[src/rtl/change_pkg.sv]
// Shared types and constants for the change dispenser: coin encodings, coin
// values, FSM states and a coin-to-value helper.
package change_pkg;

  typedef enum logic [1:0] {
    NONE     = 2'd0,
    CIRCLE   = 2'd1,
    TRIANGLE = 2'd2,
    PENTAGON = 2'd3
  } coin_t;

  localparam int unsigned CIR_VAL  = 1;
  localparam int unsigned TRI_VAL  = 3;
  localparam int unsigned PENT_VAL = 5;

  typedef enum logic [1:0] {
    S_IDLE     = 2'd0,
    S_DISPENSE = 2'd1,
    S_DONE     = 2'd2
  } state_t;

  function automatic int unsigned coin_value(input coin_t c);
    int unsigned v;
    unique case (c)
      PENTAGON: v = PENT_VAL;
      TRIANGLE: v = TRI_VAL;
      CIRCLE:   v = CIR_VAL;
      default:  v = 0;
    endcase
    return v;
  endfunction

endpackage

[src/rtl/coin_select.sv]
// Combinational greedy picker: largest in-stock coin whose value fits in the
// remaining change, in order Pentagon, Triangle, Circle.
module coin_select
  import change_pkg::*;
#(
  parameter int unsigned VALUE_W = 4,
  parameter int unsigned CNT_W   = 2
) (
  input  logic [VALUE_W-1:0] rem_i,
  input  logic [CNT_W-1:0]   pent_cnt_i,
  input  logic [CNT_W-1:0]   tri_cnt_i,
  input  logic [CNT_W-1:0]   cir_cnt_i,
  output coin_t              pick_o,
  output logic               found_o
);

  always_comb begin
    pick_o = NONE;
    if ((32'(rem_i) >= PENT_VAL) && (pent_cnt_i != '0)) begin
      pick_o = PENTAGON;
    end else if ((32'(rem_i) >= TRI_VAL) && (tri_cnt_i != '0)) begin
      pick_o = TRIANGLE;
    end else if ((32'(rem_i) >= CIR_VAL) && (cir_cnt_i != '0)) begin
      pick_o = CIRCLE;
    end
    found_o = (pick_o != NONE);
  end

endmodule

[src/rtl/change_dispenser.sv]
// Sequential change-making engine: classifies a Cost/Paid transaction and, when
// change is owed, dispenses it greedily one coin per valid/ready handshake.
module change_dispenser
  import change_pkg::*;
#(
  parameter int unsigned VALUE_W    = 4,
  parameter int unsigned CNT_W      = 2,
  parameter int unsigned MAX_COINS  = 2,
  parameter int unsigned INIT_COUNT = 3
) (
  input  logic               clock,
  input  logic               reset_L,
  input  logic               start,
  input  logic [VALUE_W-1:0] Cost,
  input  logic [VALUE_W-1:0] Paid,
  input  logic               restock,
  input  logic [1:0]         restock_coin,
  input  logic [CNT_W-1:0]   restock_count,
  output logic               coin_valid,
  output logic [1:0]         coin_type,
  input  logic               coin_ready,
  output logic               busy,
  output logic               done,
  output logic               ExactAmount,
  output logic               NotEnoughChange,
  output logic               CoughUpMore,
  output logic [VALUE_W-1:0] Remaining,
  output logic [CNT_W-1:0]   pent_count,
  output logic [CNT_W-1:0]   tri_count,
  output logic [CNT_W-1:0]   cir_count
);

  state_t             state_q, state_d;
  logic [VALUE_W-1:0] rem_q, rem_d;
  logic [VALUE_W-1:0] given_q, given_d;
  logic               less_q, less_d;
  logic               exact_q, exact_d;
  logic [CNT_W-1:0]   pent_q, pent_d;
  logic [CNT_W-1:0]   tri_q, tri_d;
  logic [CNT_W-1:0]   cir_q, cir_d;
  logic               res_exact_q, res_exact_d;
  logic               res_nec_q, res_nec_d;
  logic               res_cough_q, res_cough_d;
  logic [VALUE_W-1:0] res_rem_q, res_rem_d;

  coin_t              pick;
  logic               found;
  logic               offer;
  logic [VALUE_W-1:0] pick_val;
  logic [VALUE_W-1:0] rem_after;
  logic [VALUE_W-1:0] given_after;

  function automatic logic [CNT_W-1:0] sat_add(input logic [CNT_W-1:0] a,
                                               input logic [CNT_W-1:0] b);
    logic [CNT_W:0] s;
    s = {1'b0, a} + {1'b0, b};
    return s[CNT_W] ? '1 : s[CNT_W-1:0];
  endfunction

  coin_select #(
    .VALUE_W (VALUE_W),
    .CNT_W   (CNT_W)
  ) u_coin_select (
    .rem_i      (rem_q),
    .pent_cnt_i (pent_q),
    .tri_cnt_i  (tri_q),
    .cir_cnt_i  (cir_q),
    .pick_o     (pick),
    .found_o    (found)
  );

  assign offer       = found && (given_q < VALUE_W'(MAX_COINS));
  assign pick_val    = VALUE_W'(coin_value(pick));
  assign rem_after   = rem_q - pick_val;
  assign given_after = given_q + VALUE_W'(1);

  always_ff @(posedge clock or negedge reset_L) begin
    if (!reset_L) begin
      state_q     <= S_IDLE;
      rem_q       <= '0;
      given_q     <= '0;
      less_q      <= 1'b0;
      exact_q     <= 1'b0;
      pent_q      <= CNT_W'(INIT_COUNT);
      tri_q       <= CNT_W'(INIT_COUNT);
      cir_q       <= CNT_W'(INIT_COUNT);
      res_exact_q <= 1'b0;
      res_nec_q   <= 1'b0;
      res_cough_q <= 1'b0;
      res_rem_q   <= '0;
    end else begin
      state_q     <= state_d;
      rem_q       <= rem_d;
      given_q     <= given_d;
      less_q      <= less_d;
      exact_q     <= exact_d;
      pent_q      <= pent_d;
      tri_q       <= tri_d;
      cir_q       <= cir_d;
      res_exact_q <= res_exact_d;
      res_nec_q   <= res_nec_d;
      res_cough_q <= res_cough_d;
      res_rem_q   <= res_rem_d;
    end
  end

  // Result registers load on the edge that enters DONE so they are valid with done.
  always_comb begin
    state_d     = state_q;
    rem_d       = rem_q;
    given_d     = given_q;
    less_d      = less_q;
    exact_d     = exact_q;
    pent_d      = pent_q;
    tri_d       = tri_q;
    cir_d       = cir_q;
    res_exact_d = res_exact_q;
    res_nec_d   = res_nec_q;
    res_cough_d = res_cough_q;
    res_rem_d   = res_rem_q;

    case (state_q)
      S_IDLE: begin
        if (start) begin
          less_d  = (Paid < Cost);
          exact_d = (Paid == Cost);
          if (Paid > Cost) begin
            rem_d   = Paid - Cost;
            given_d = '0;
            state_d = S_DISPENSE;
          end else begin
            rem_d       = '0;
            state_d     = S_DONE;
            res_exact_d = (Paid == Cost);
            res_cough_d = (Paid < Cost);
            res_nec_d   = 1'b0;
            res_rem_d   = '0;
          end
        end else if (restock) begin
          unique case (coin_t'(restock_coin))
            PENTAGON: pent_d = sat_add(pent_q, restock_count);
            TRIANGLE: tri_d  = sat_add(tri_q, restock_count);
            CIRCLE:   cir_d  = sat_add(cir_q, restock_count);
            default:  ;
          endcase
        end
      end

      S_DISPENSE: begin
        if (!offer) begin
          state_d     = S_DONE;
          res_exact_d = exact_q;
          res_cough_d = less_q;
          res_rem_d   = rem_q;
          res_nec_d   = !less_q && !exact_q && (rem_q != '0);
        end else if (coin_ready) begin
          rem_d   = rem_after;
          given_d = given_after;
          unique case (pick)
            PENTAGON: pent_d = pent_q - CNT_W'(1);
            TRIANGLE: tri_d  = tri_q - CNT_W'(1);
            CIRCLE:   cir_d  = cir_q - CNT_W'(1);
            default:  ;
          endcase
          // Skip the extra check cycle when the handshake settles the transaction.
          if ((rem_after == '0) || (given_after >= VALUE_W'(MAX_COINS))) begin
            state_d     = S_DONE;
            res_exact_d = exact_q;
            res_cough_d = less_q;
            res_rem_d   = rem_after;
            res_nec_d   = !less_q && !exact_q && (rem_after != '0);
          end
        end
      end

      S_DONE: begin
        state_d = S_IDLE;
      end

      default: begin
        state_d = S_IDLE;
      end
    endcase
  end

  always_comb begin
    busy       = (state_q != S_IDLE);
    done       = (state_q == S_DONE);
    coin_valid = (state_q == S_DISPENSE) && offer;
    coin_type  = coin_valid ? pick : NONE;
  end

  assign ExactAmount     = res_exact_q;
  assign NotEnoughChange = res_nec_q;
  assign CoughUpMore     = res_cough_q;
  assign Remaining       = res_rem_q;
  assign pent_count      = pent_q;
  assign tri_count       = tri_q;
  assign cir_count       = cir_q;

endmodule

[config.mk]
export PLATFORM = sky130hd
export DESIGN_NAME = change_dispenser
export DESIGN_NICKNAME = d
export VERILOG_FILES = /design/src/rtl/change_pkg.sv /design/src/rtl/coin_select.sv /design/src/rtl/change_dispenser.sv
export SDC_FILE = /design/constraint.sdc
export NUM_CORES = 1
export LEC_CHECK = 0
export BUFFER_PORTS_ARGS = -buffer_cell sky130_fd_sc_hd__buf_2
export CAP_MARGIN = 15
export CELL_PAD_IN_SITES_DETAIL_PLACEMENT = 0
export CELL_PAD_IN_SITES_GLOBAL_PLACEMENT = 2
export CORE_ASPECT_RATIO = 0.5
export CORE_MARGIN = 2
export CORE_UTILIZATION = 37
export DETAILED_ROUTE_END_ITERATION = 12
export PLACE_DENSITY_LB_ADDON = 0.1
export REMOVE_ABC_BUFFERS = 1
export SYNTH_ARGS = -nofsm -noshare
export SYNTH_HDL_FRONTEND = slang
export SYNTH_SLANG_ARGS = --single-unit
[constraint.sdc]
create_clock -name clock -period 6.29 [get_ports clock]
set_input_delay 0.3145 -clock clock [delete_from_list [all_inputs] [get_ports clock]]
set_output_delay 0.3145 -clock clock [all_outputs]
set_load 0.01 [all_outputs]
* Yosys cells after proc, flatten, opt, wreduce, memory -nomap -nowiden
Cells that the tools add are included.
Word-level totals: bits in registers 25, latch bits 0, RAM bits 0, bits in read-only memories 0, input bits 17, output and inout bits 18, word-level logic and storage cells 150, memories 0
Cells by class: add/subtract/negate cells 9, $mul 0, divide/modulo/power cells 0, $lt $le $gt $ge 7, equal/unequal tests 24, shift operators 0, muxes and demuxes 69, bitwise logic cells 0, reductions and logical operators 29
Operator list (number):
- 2-to-1 mux 2 bit | 29
- 2-to-1 mux 4 bit | 13
- one-hot mux 4 bit (2 select lines) | 3
- AND reduction 7 bit | 3
- 2-to-1 mux 1 bit | 16
- one-hot mux 2 bit (2 select lines) | 4
- != test 2 bit (second input constant) | 7
- != test 2 x 1 -> 1 bit (second input constant) | 6
- nonzero test 2 bit | 6
- == test 2 bit (second input constant) | 5
- AND reduction 5 bit | 2
- adder 2 x 2 -> 3 bit | 3
- one-hot mux 3 bit (3 select lines) | 1
- greater-or-equal comparator 4 x 2 -> 1 bit (second input constant) | 2
- logical AND 1 bit | 8
- nonzero test 4 bit | 2
- subtractor 4 bit | 2
- == test 2 x 1 -> 1 bit (second input constant) | 3
- != test 3 bit (second input constant) | 2
- one-hot mux 1 bit (2 select lines) | 3
- subtractor 2 x 1 -> 2 bit (second input constant) | 3
- adder 4 x 1 -> 4 bit (second input constant) | 1
- == test 4 bit | 1
- greater-or-equal comparator 4 x 1 -> 1 bit (second input constant) | 1
- 11 further kinds | 12

* Longest topological paths before layout
Gate-level depths: netlist of the first run.
depth after elaboration 14, depth in mapped cells 14, depth with buffers taken out 13

* By module
A second synthesis of the first run with hierarchy kept.
Second synthesis, totals: cells, all modules 214, area total of the unflattened synthesis 1939.4 µm²
By module, submodules not included:
- change_dispenser | instances 1, cells an instance 204, area each 1865.5 µm², seq. area each 633.1 µm²
- coin_select | instances 1, cells an instance 10, area each 73.8 µm², seq. area each 0.0 µm²

* Worst setup path before layout of the first run
No wires, ideal clock.
path kind flip-flop to flip-flop, start reg tri_q[0], in the netlist tri_count[0], end reg res_cough_q, in the netlist CoughUpMore, library setup time 0.125 ns, arrival time 3.051 ns, required time 6.165 ns, slack 3.113 ns, cell stages (with the launch flop) 15, buffers on the path 1, period minus slack after synthesis 3.177 ns, path through dfstp_2 inv_1 ha_1 nand2b_4 a211o_1 a21oi_4 inv_4 ha_1 fa_1 xor2_1 and3_1 a21o_1 a31o_1 buf_6 mux2_4
On the way: longest elaborated chain between the ends 11, elaborated cells on any way between the ends 18, those cells by class add/sub (1); eq/ne (5); mux (5); reduce/logical (7)
Ends and longest elaborated chain:
- start, declared | line change_dispenser.sv:39 | logic [CNT_W-1:0] tri_q, tri_d;
- start signal, assigned | line change_dispenser.sv:85 | tri_q <= CNT_W'(INIT_COUNT);
- start signal, assigned | line change_dispenser.sv:98 | tri_q <= tri_d;
- nonzero test 2 bit * | line coin_select.sv:21 | end else if ((32'(rem_i) >= TRI_VAL) && (tri_cnt_i != '0)) begin
- logical AND 1 bit * | line coin_select.sv:21
- 2-to-1 mux 2 bit * | line coin_select.sv:21
- 2-to-1 mux 2 bit * | line coin_select.sv:19 | if ((32'(rem_i) >= PENT_VAL) && (pent_cnt_i != '0)) begin
- == test 2 x 1 -> 1 bit or == test 2 bit (tied branches) | line change_pkg.sv:24 | unique case (c)
- one-hot mux 3 bit (3 select lines) | line change_pkg.sv:24
- subtractor 4 bit | line change_dispenser.sv:74 | assign rem_after = rem_q - pick_val;
- zero test 4 bit | line change_dispenser.sv:166 | if ((rem_after == '0) || (given_after >= VALUE_W'(MAX_COINS))) begin
- logical OR 1 bit | line change_dispenser.sv:166
- != test 3 bit (no source line)
- AND reduction 5 bit (no source line)
- end signal, assigned | line change_dispenser.sv:102 | res_cough_q <= res_cough_d;
- end, declared | line change_dispenser.sv:43 | logic res_cough_q, res_cough_d;
Mark *: on every way between the ends. The rest lies on a longest branch, timed or not. A chain may end at the register's enable or synchronous reset.

* Worst setup path after layout of the first run
start reg tri_q[0], in the netlist tri_count[0], end reg res_rem_q[1], in the netlist Remaining[1]
On the way: longest elaborated chain between the ends 11, elaborated cells on any way between the ends 20, those cells by class add/sub (1); eq/ne (5); mux (7); reduce/logical (7)
Ends and longest elaborated chain:
- nonzero test 2 bit * | line coin_select.sv:21
- logical AND 1 bit * | line coin_select.sv:21
- 2-to-1 mux 2 bit * | line coin_select.sv:21
- 2-to-1 mux 2 bit * | line coin_select.sv:19
- == test 2 x 1 -> 1 bit or == test 2 bit (tied branches) | line change_pkg.sv:24
- one-hot mux 3 bit (3 select lines) | line change_pkg.sv:24
- subtractor 4 bit | line change_dispenser.sv:74
- zero test 4 bit or 2-to-1 mux 4 bit (tied branches) | line change_dispenser.sv:166
- logical OR 1 bit or 2-to-1 mux 4 bit (tied branches) | line change_dispenser.sv:166, change_dispenser.sv:156
- != test 3 bit (no source line) or 2-to-1 mux 4 bit (tied branches)
- AND reduction 5 bit (no source line) or one-hot mux 4 bit (2 select lines) (tied branches)
- end signal, assigned | line change_dispenser.sv:103 | res_rem_q <= res_rem_d;
- end, declared | line change_dispenser.sv:44 | logic [VALUE_W-1:0] res_rem_q, res_rem_d;
Mark *: on every way between the ends. The rest lies on a longest branch, timed or not. The select of a mux whose other input is x is not followed.

==> results by group, run 1 <==
GRT
  • Global-route wire length before repair: 8110 µm
  • Congestion Overflow GR: 0
  • Largest net degree at the start of global routing: 26
  • Vias in the first global route: 1569
  • Initial antenna violation count: 0
  • GRT Total Usage: 0.172

CTS
  • # hold bufs at CTS: 0
  • Total CTS buffers: 3
  • Clock tree from TritonCTS: yes
  • Post-CTS sizing: 0
  • TritonCTS Sinks: 25
  • Root Buffer: clkbuf_8
  • CTS Buffer Depth: 2
  • Later-pin clock latency in the skew report: 280 ps
  • Clock H-tree levels: 1
  • Post-CTS Setup Bufs: 0
  • Clock slew at reported path FFs: 100 ps

STA
  • Setup TNS: 0 ps
  • Hold_ws: 35.1 ps
  • Rel. slew slack: 0.493
  • Fin Clk Skew: 5.61 ps
  • Worst slew pin tran: 761 ps
  • Max-slew violations: 0
  • Maximum clock rate: 283 MHz
  • Crit path time final: 3540 ps
  • RSZ-0062 raised after global routing: false
  • Tcrit/Tclk final: 0.562
  • Final setup viols: 0
  • Final hold viol count: 0

Worst setup path
  • Critical path class: flop to flop
  • CP required: 6460 ps
  • Crit path launch type: flop
  • CP Data Arrival Time: 3710 ps
  • Max FO, Critical Path: 9
  • Crit path capture type: flop

Flow run
  • Max_cap viols: 0

Place
  • RD Place Congestion: 0.833
  • Dpl hpwl: 3770 µm
  • Placed inst area: 2230 µm²
  • PortBufs: 34
  • Cells after DPL: 320

Detailed routing
  • Detailed Route Iter0 Violations: 90
  • Vias per inst: 5.15
  • WL met3: 313 µm
  • Pre-Repair DR Iteration Count: 4
  • Wl on met1: 2550 µm
  • Met2 WL post-DR: 1940 µm
  • DR vias: 1670
  • WL/cell: 14.9 µm
  • Post-DRT Antenna Nets: 0
  • Top layer in use: met4
  • # DRC: 0
  • Routed wire length: 4820 µm

Power and ir drop
  • Reg power frac: 0.292
  • P_leak: 0.00111 µW
  • Power share of the clock group: 0.093
  • Switching Share: 0.479
  • Worst vdd ir: 0.182 mV
  • Internal power: 578 µW
  • Power per Cell Area: 487 nW/µm²
  • Sw Pwr: 531 µW
  • Logic pwr share: 0.615

Floorplanning
  • Io pins: 35
  • Row cnt: 19
  • Die ar.: 6140 µm²
  • DIE WIDTH: 109 µm
  • Die height: 56.4 µm
  • Starting Density: 0.377
  • Core area: 5400 µm²

Cells and area
  • Storage cell area: 633 µm²
  • Layout Nets: 289
  • Commonest non-fill, non-tap cell in the layout: buf_2
  • Fillers: 534
  • Synth-to-layout area growth: 11.9%
  • Final Cell Area: 2280 µm²
  • # diodes: 0
  • Final Instance Count excl. Fillers: 324
  • Util after Layout: 0.422
  • Commonest non-fill, non-tap cells in the layout: buf_2 (34), nand2_1 (21), dfrtp_1 (19)
  • Layout cells sized above 1: 0.267
  • Multi-input logic area: 1260 µm²

Logic synthesis
  • Main flop type after synthesis: dfrtp_1
  • Sequential fraction of the synthesis area: 0.311
  • Syn avg cell area: 9.04 µm²
  • Synth Instances: 225
  • Register bit count reported by yosys: 25
  • Post-Syn Area: 2030 µm²
  • Post-synth EDFFs: 0
  • Post-synthesis cell type count: 55
  • Ys Warns: 0
  • FFs w/ async S/R, synth: 1.00

Worst hold path
  • Min-Delay Path Class: input pin to asynchronous set/reset pin

Run status
  • Status: completed
## Yosys cell counts (4+ instances only)
cell type | n | area [µm²]
fa_1 | 5 | 100
xor2_1 | 4 | 35.0
nor2_1 | 14 | 52.6
nor3_1 | 8 | 40.0
a21oi_1 | 17 | 85.1
mux2_4 | 7 | 105
inv_1 | 17 | 63.8
ha_1 | 15 | 188
a21o_1 | 5 | 37.5
o21ai_0 | 14 | 70.1
nand2_1 | 21 | 78.8
dfrtp_1 | 19 | 475
clkbuf_1 | 7 | 26.3
a31oi_1 | 4 | 25.0
dfstp_2 | 6 | 158
## metal layers
| metal | GRT usage | vias to the layer above |
|---|---|---|
| li1 | - | 843 |
| met1 | 0.267 | 778 |
| met2 | 0.235 | 47 |
| met3 | 0.0453 | 2 |
| met4 | 0.0385 | 0 |
| met5 | 0 | - |
## stage by stage
stage | power [µW] | setup WS (ps)
global route | 1230 | 2570
CTS | 1120 | 2750
global placement | 1010 | 2840
floorplan | 812 | 3060
detailed placement | 1000 | 2790
finish | 1110 | 2750
## final timing paths
path                                end         start  slack [ps]  cells past startpoint
max in group asynchronous    state_q[0]       reset_L        5860                      1
max reg2reg                Remaining[1]  tri_count[0]        2750                     13
max                        Remaining[1]  tri_count[0]        2750                     13
min reg2reg                 CoughUpMore   CoughUpMore         520                      1
min                            rem_q[2]       reset_L          40                      1
min in group clock           state_q[0]    coin_ready         430                      3
## sequential cells by signal, indices dropped and copies added, names as in the netlist
| name | cells |
|---|---|
| Remaining | 4 |
| given_q | 4 |
| rem_q | 4 |
| cir_count | 2 |
| pent_count | 2 |
| state_q | 2 |
| tri_count | 2 |
| CoughUpMore | 1 |
| ExactAmount | 1 |
| NotEnoughChange | 1 |
| exact_q | 1 |
| less_q | 1 |
## logic make-up (layout without fill, tap and decap cells)
family / count (synthesis) / after routing / synth area share
AOI/OAI and AO/OA: 63 / 63 / 0.204
xor gates and xnor gates: 6 / 6 / 0.0258
adders and majority gates: 20 / 20 / 0.141
buffers and inverters: 31 / 57 / 0.0713
DFF: 25 / 25 / 0.311
muxes: 10 / 10 / 0.0683
and+or+nand+nor: 70 / 70 / 0.178
## cell type report
cell class	count	share of cell area
clock inverters	1	0.00330
well taps	73	0.0401
multi-input cells	169	0.552
repair buffers	35	0.0780
inverters	18	0.0308
clock buffers	3	0.0181
flip-flops and latches	25	0.278
## worst max-delay path: stages (launching register included)
cell	delay, ps
dfstp_2	400
inv_1	60
ha_1	290
nand2b_4	60
a211o_1	340
a21oi_4	220
inv_4	90
ha_1	220
fa_1	380
xor2_1	230
and3_1	210
a21o_1	140
a31o_1	440
mux2_4	340
## power by group through the flow
| stage | Combinational, µW | Clock [µW] | Sequential (µW) |
|---|---|---|---|
| global route | 771 | 119 | 338 |
| floorplan | 493 | 0 | 318 |
| finish | 682 | 103 | 324 |
| CTS | 683 | 109 | 324 |
| global placement | 685 | 0 | 325 |
| detailed placement | 677 | 0 | 327 |
Power figures use the tool's default switching activity.
==> run 2, diff against run 1 <==
Settings changed: CORE_UTILIZATION 37 to 31.
Clock period 6.29 ns to 2.85 ns, I/O delays scaled along.
==> run 2 against run 1 <==
The run now ends with setup timing left. Register-to-register slack worse by 2800 ps. Hold slack improved by 220 ps. Via count rose by 8.0%. Utilization increased by 1.5 points. Cell count up 17%. Critical path depth shrank 1. Die area up 18%. Wire length increased by 10%. Sequential power rose by 94%. First-iteration DRC count is 38% lower. Critical endpoint unchanged. Largest cell class unchanged. Highest routed layer unchanged.
==> results by group, run 2 (same netlist as run 1, synthesis figures left out) <==
Run status
  • Status: finished, violations left
  • Failing checks: setup timing

Floorplanning
  • Core area: 6210 µm²
  • Io pins: 35
  • Starting Density: 0.328
  • Die ar.: 7270 µm²
  • Die height: 61.3 µm
  • DIE WIDTH: 119 µm
  • Row cnt: 20

Worst setup path
  • Max FO, Critical Path: 8
  • Crit-path max cell delay: 540 ps
  • CP Depth: 12
  • Crit path launch type: flop
  • Crit path capture type: flop
  • Critical path class: flop to flop
  • CP required: 3000 ps
  • Crit-path slowest cell: dfstp_2
  • R2R cell count: 12
  • Cell Chain, Critical Path: inv_2, ha_4, buf_6, a22oi_2, a21oi_4, inv_4, ha_4, fa_2, and3_4, a21o_1, a31o_4, mux2_4
  • Delay-heaviest family, CP: compound AO/OA/AOI/OAI gates
  • Number of buffers and inverters on the critical path: 3
  • CP Data Arrival Time: 3060 ps
  • CP dominant cell by count: ha_4

Detailed routing
  • DR vias: 1804
  • Routed wire length: 5300 µm
  • Vias per inst: 4.76
  • Post-DRT Antenna Nets: 0
  • # DRC: 0
  • Pre-Repair DR Iteration Count: 4
  • Detailed Route Iter0 Violations: 56
  • WL/cell: 14.0 µm

CTS
  • Clock tree from TritonCTS: yes
  • Later-pin clock latency in the skew report: 260 ps
  • TritonCTS Sinks: 25
  • Root Buffer: clkbuf_16
  • Clock slew at reported path FFs: 70 ps
  • Clock H-tree levels: 1
  • CTS Buffer Depth: 2
  • Total CTS buffers: 3

GRT
  • Vias in the first global route: 1760
  • Initial antenna violation count: 0
  • GRT Total Usage: 0.161
  • Congestion Overflow GR: 0
  • Largest net degree at the start of global routing: 26
  • Global-route wire length before repair: 8980 µm

Power and ir drop
  • Power share of the clock group: 0.098
  • Worst vdd ir: 0.408 mV
  • Power per Cell Area: 1210 nW/µm²
  • Reg power frac: 0.192
  • Internal power: 1930 µW
  • Power Total: 3290 µW
  • Logic pwr share: 0.711
  • Sw Pwr: 1360 µW
  • P_leak: 0.00132 µW
  • Switching Share: 0.413

STA
  • Rel. slew slack: 0.608
  • Crit path time final: 2900 ps
  • Final setup viols: 7
  • Max-slew violations: 0
  • Tcrit/Tclk final: 1.02
  • Worst slew pin tran: 588 ps
  • RSZ-0062 raised after global routing: true
  • Final hold viol count: 0
  • Fin Clk Skew: 6.58 ps
  • Worst Slack Setup Final: -54.7 ps
  • Maximum clock rate: 344 MHz

Place
  • Cells after DPL: 369
  • PortBufs: 34
  • Dpl hpwl: 4210 µm
  • RD Place Congestion: 0.831

Worst hold path
  • Min-Delay Path Class: input pin to flop
  • Worst hold path depth: 3

Flow run
  • Max_cap viols: 0

Cells and area
  • Layout cells sized above 1: 0.405
  • Storage cell area: 633 µm²
  • # diodes: 0
  • Fillers: 649
  • Final Instance Count excl. Fillers: 379
  • Layout Nets: 329
  • Commonest non-fill, non-tap cell in the layout: buf_4
  • Commonest non-fill, non-tap cells in the layout: buf_4 (38), buf_2 (34), nand2_1 (21)
  • Synth-to-layout area growth: 33.2%
  • Multi-input logic area: 1330 µm²
==> run 2: cell count changes in the layout (fill, tap and decap cells not counted), sizes merged <==
cell / delta
buf: +39
dlygate4sd3: +1
==> run 2: final cells by class <==
class | count | share of cell area
multi-input cells | 169 | 0.489
flip-flops and latches | 25 | 0.234
repair buffers | 75 | 0.180
well taps | 88 | 0.0406
clock buffers | 3 | 0.0277
inverters | 18 | 0.0259
clock inverters | 1 | 0.00277
==> run 2: timing repair <==
| action | CTS | global route |
|---|---|---|
| hold buffers | 1 | 0 |
| pin swaps | 8 | 5 |
| hold endpoints to repair | 19 | 0 |
| buffers inserted | 4 | 1 |
| endpoints found under the setup margin | 9 | 8 |
| gates resized for setup | 14 | 5 |
==> run 2: final timing paths <==
kind / from / endpoint / slack, ps
worst max-delay path: tri_count[0] / Remaining[1] / -50
worst min-delay path: coin_ready / state_q[0] / 260
worst max register to register: tri_count[0] / Remaining[1] / -50
worst min register to register: ExactAmount / ExactAmount / 510
max in group asynchronous: reset_L / rem_q[3] / 2050
min in group asynchronous: reset_L / ExactAmount / 410
==> run 2: metrics by stage <==
step,worst slack [ps],hold slack (ps),TNS (ps),utilization,area [µm²]
after detailed placement,-436,186,-3250,0.403,2500
after global routing,-163,272,-1120,0.437,2710
after floorplan,-378,-153,-2730,-,1960
after global placement,-372,181,-2710,0.403,2500
after CTS,-33.9,243,-225,0.432,2680
final,-54.7,256,-369,0.437,2710
==> run 2: worst min-delay path: stages <==
cell     delay, ps
buf_2          120
a21oi_2        110
or2_4          110
==> run 2: power groups by stage <==
stage	clock network [µW]	registers [µW]	logic, µW
6_report	321	630	2340
5_1_grt	353	656	2590
4_1_cts	334	630	2270
3_5_place_dp	0	631	2090
3_3_place_gp	0	627	2090
2_1_floorplan	0	703	1090
==> run 2: routing by layer <==
metal	GRT usage	up-vias	routed length, µm
met3	0.0333	2	288
met5	0	-	0
li1	-	923	-
met1	0.238	833	2910
met4	0.0204	0	19
met2	0.251	46	2080
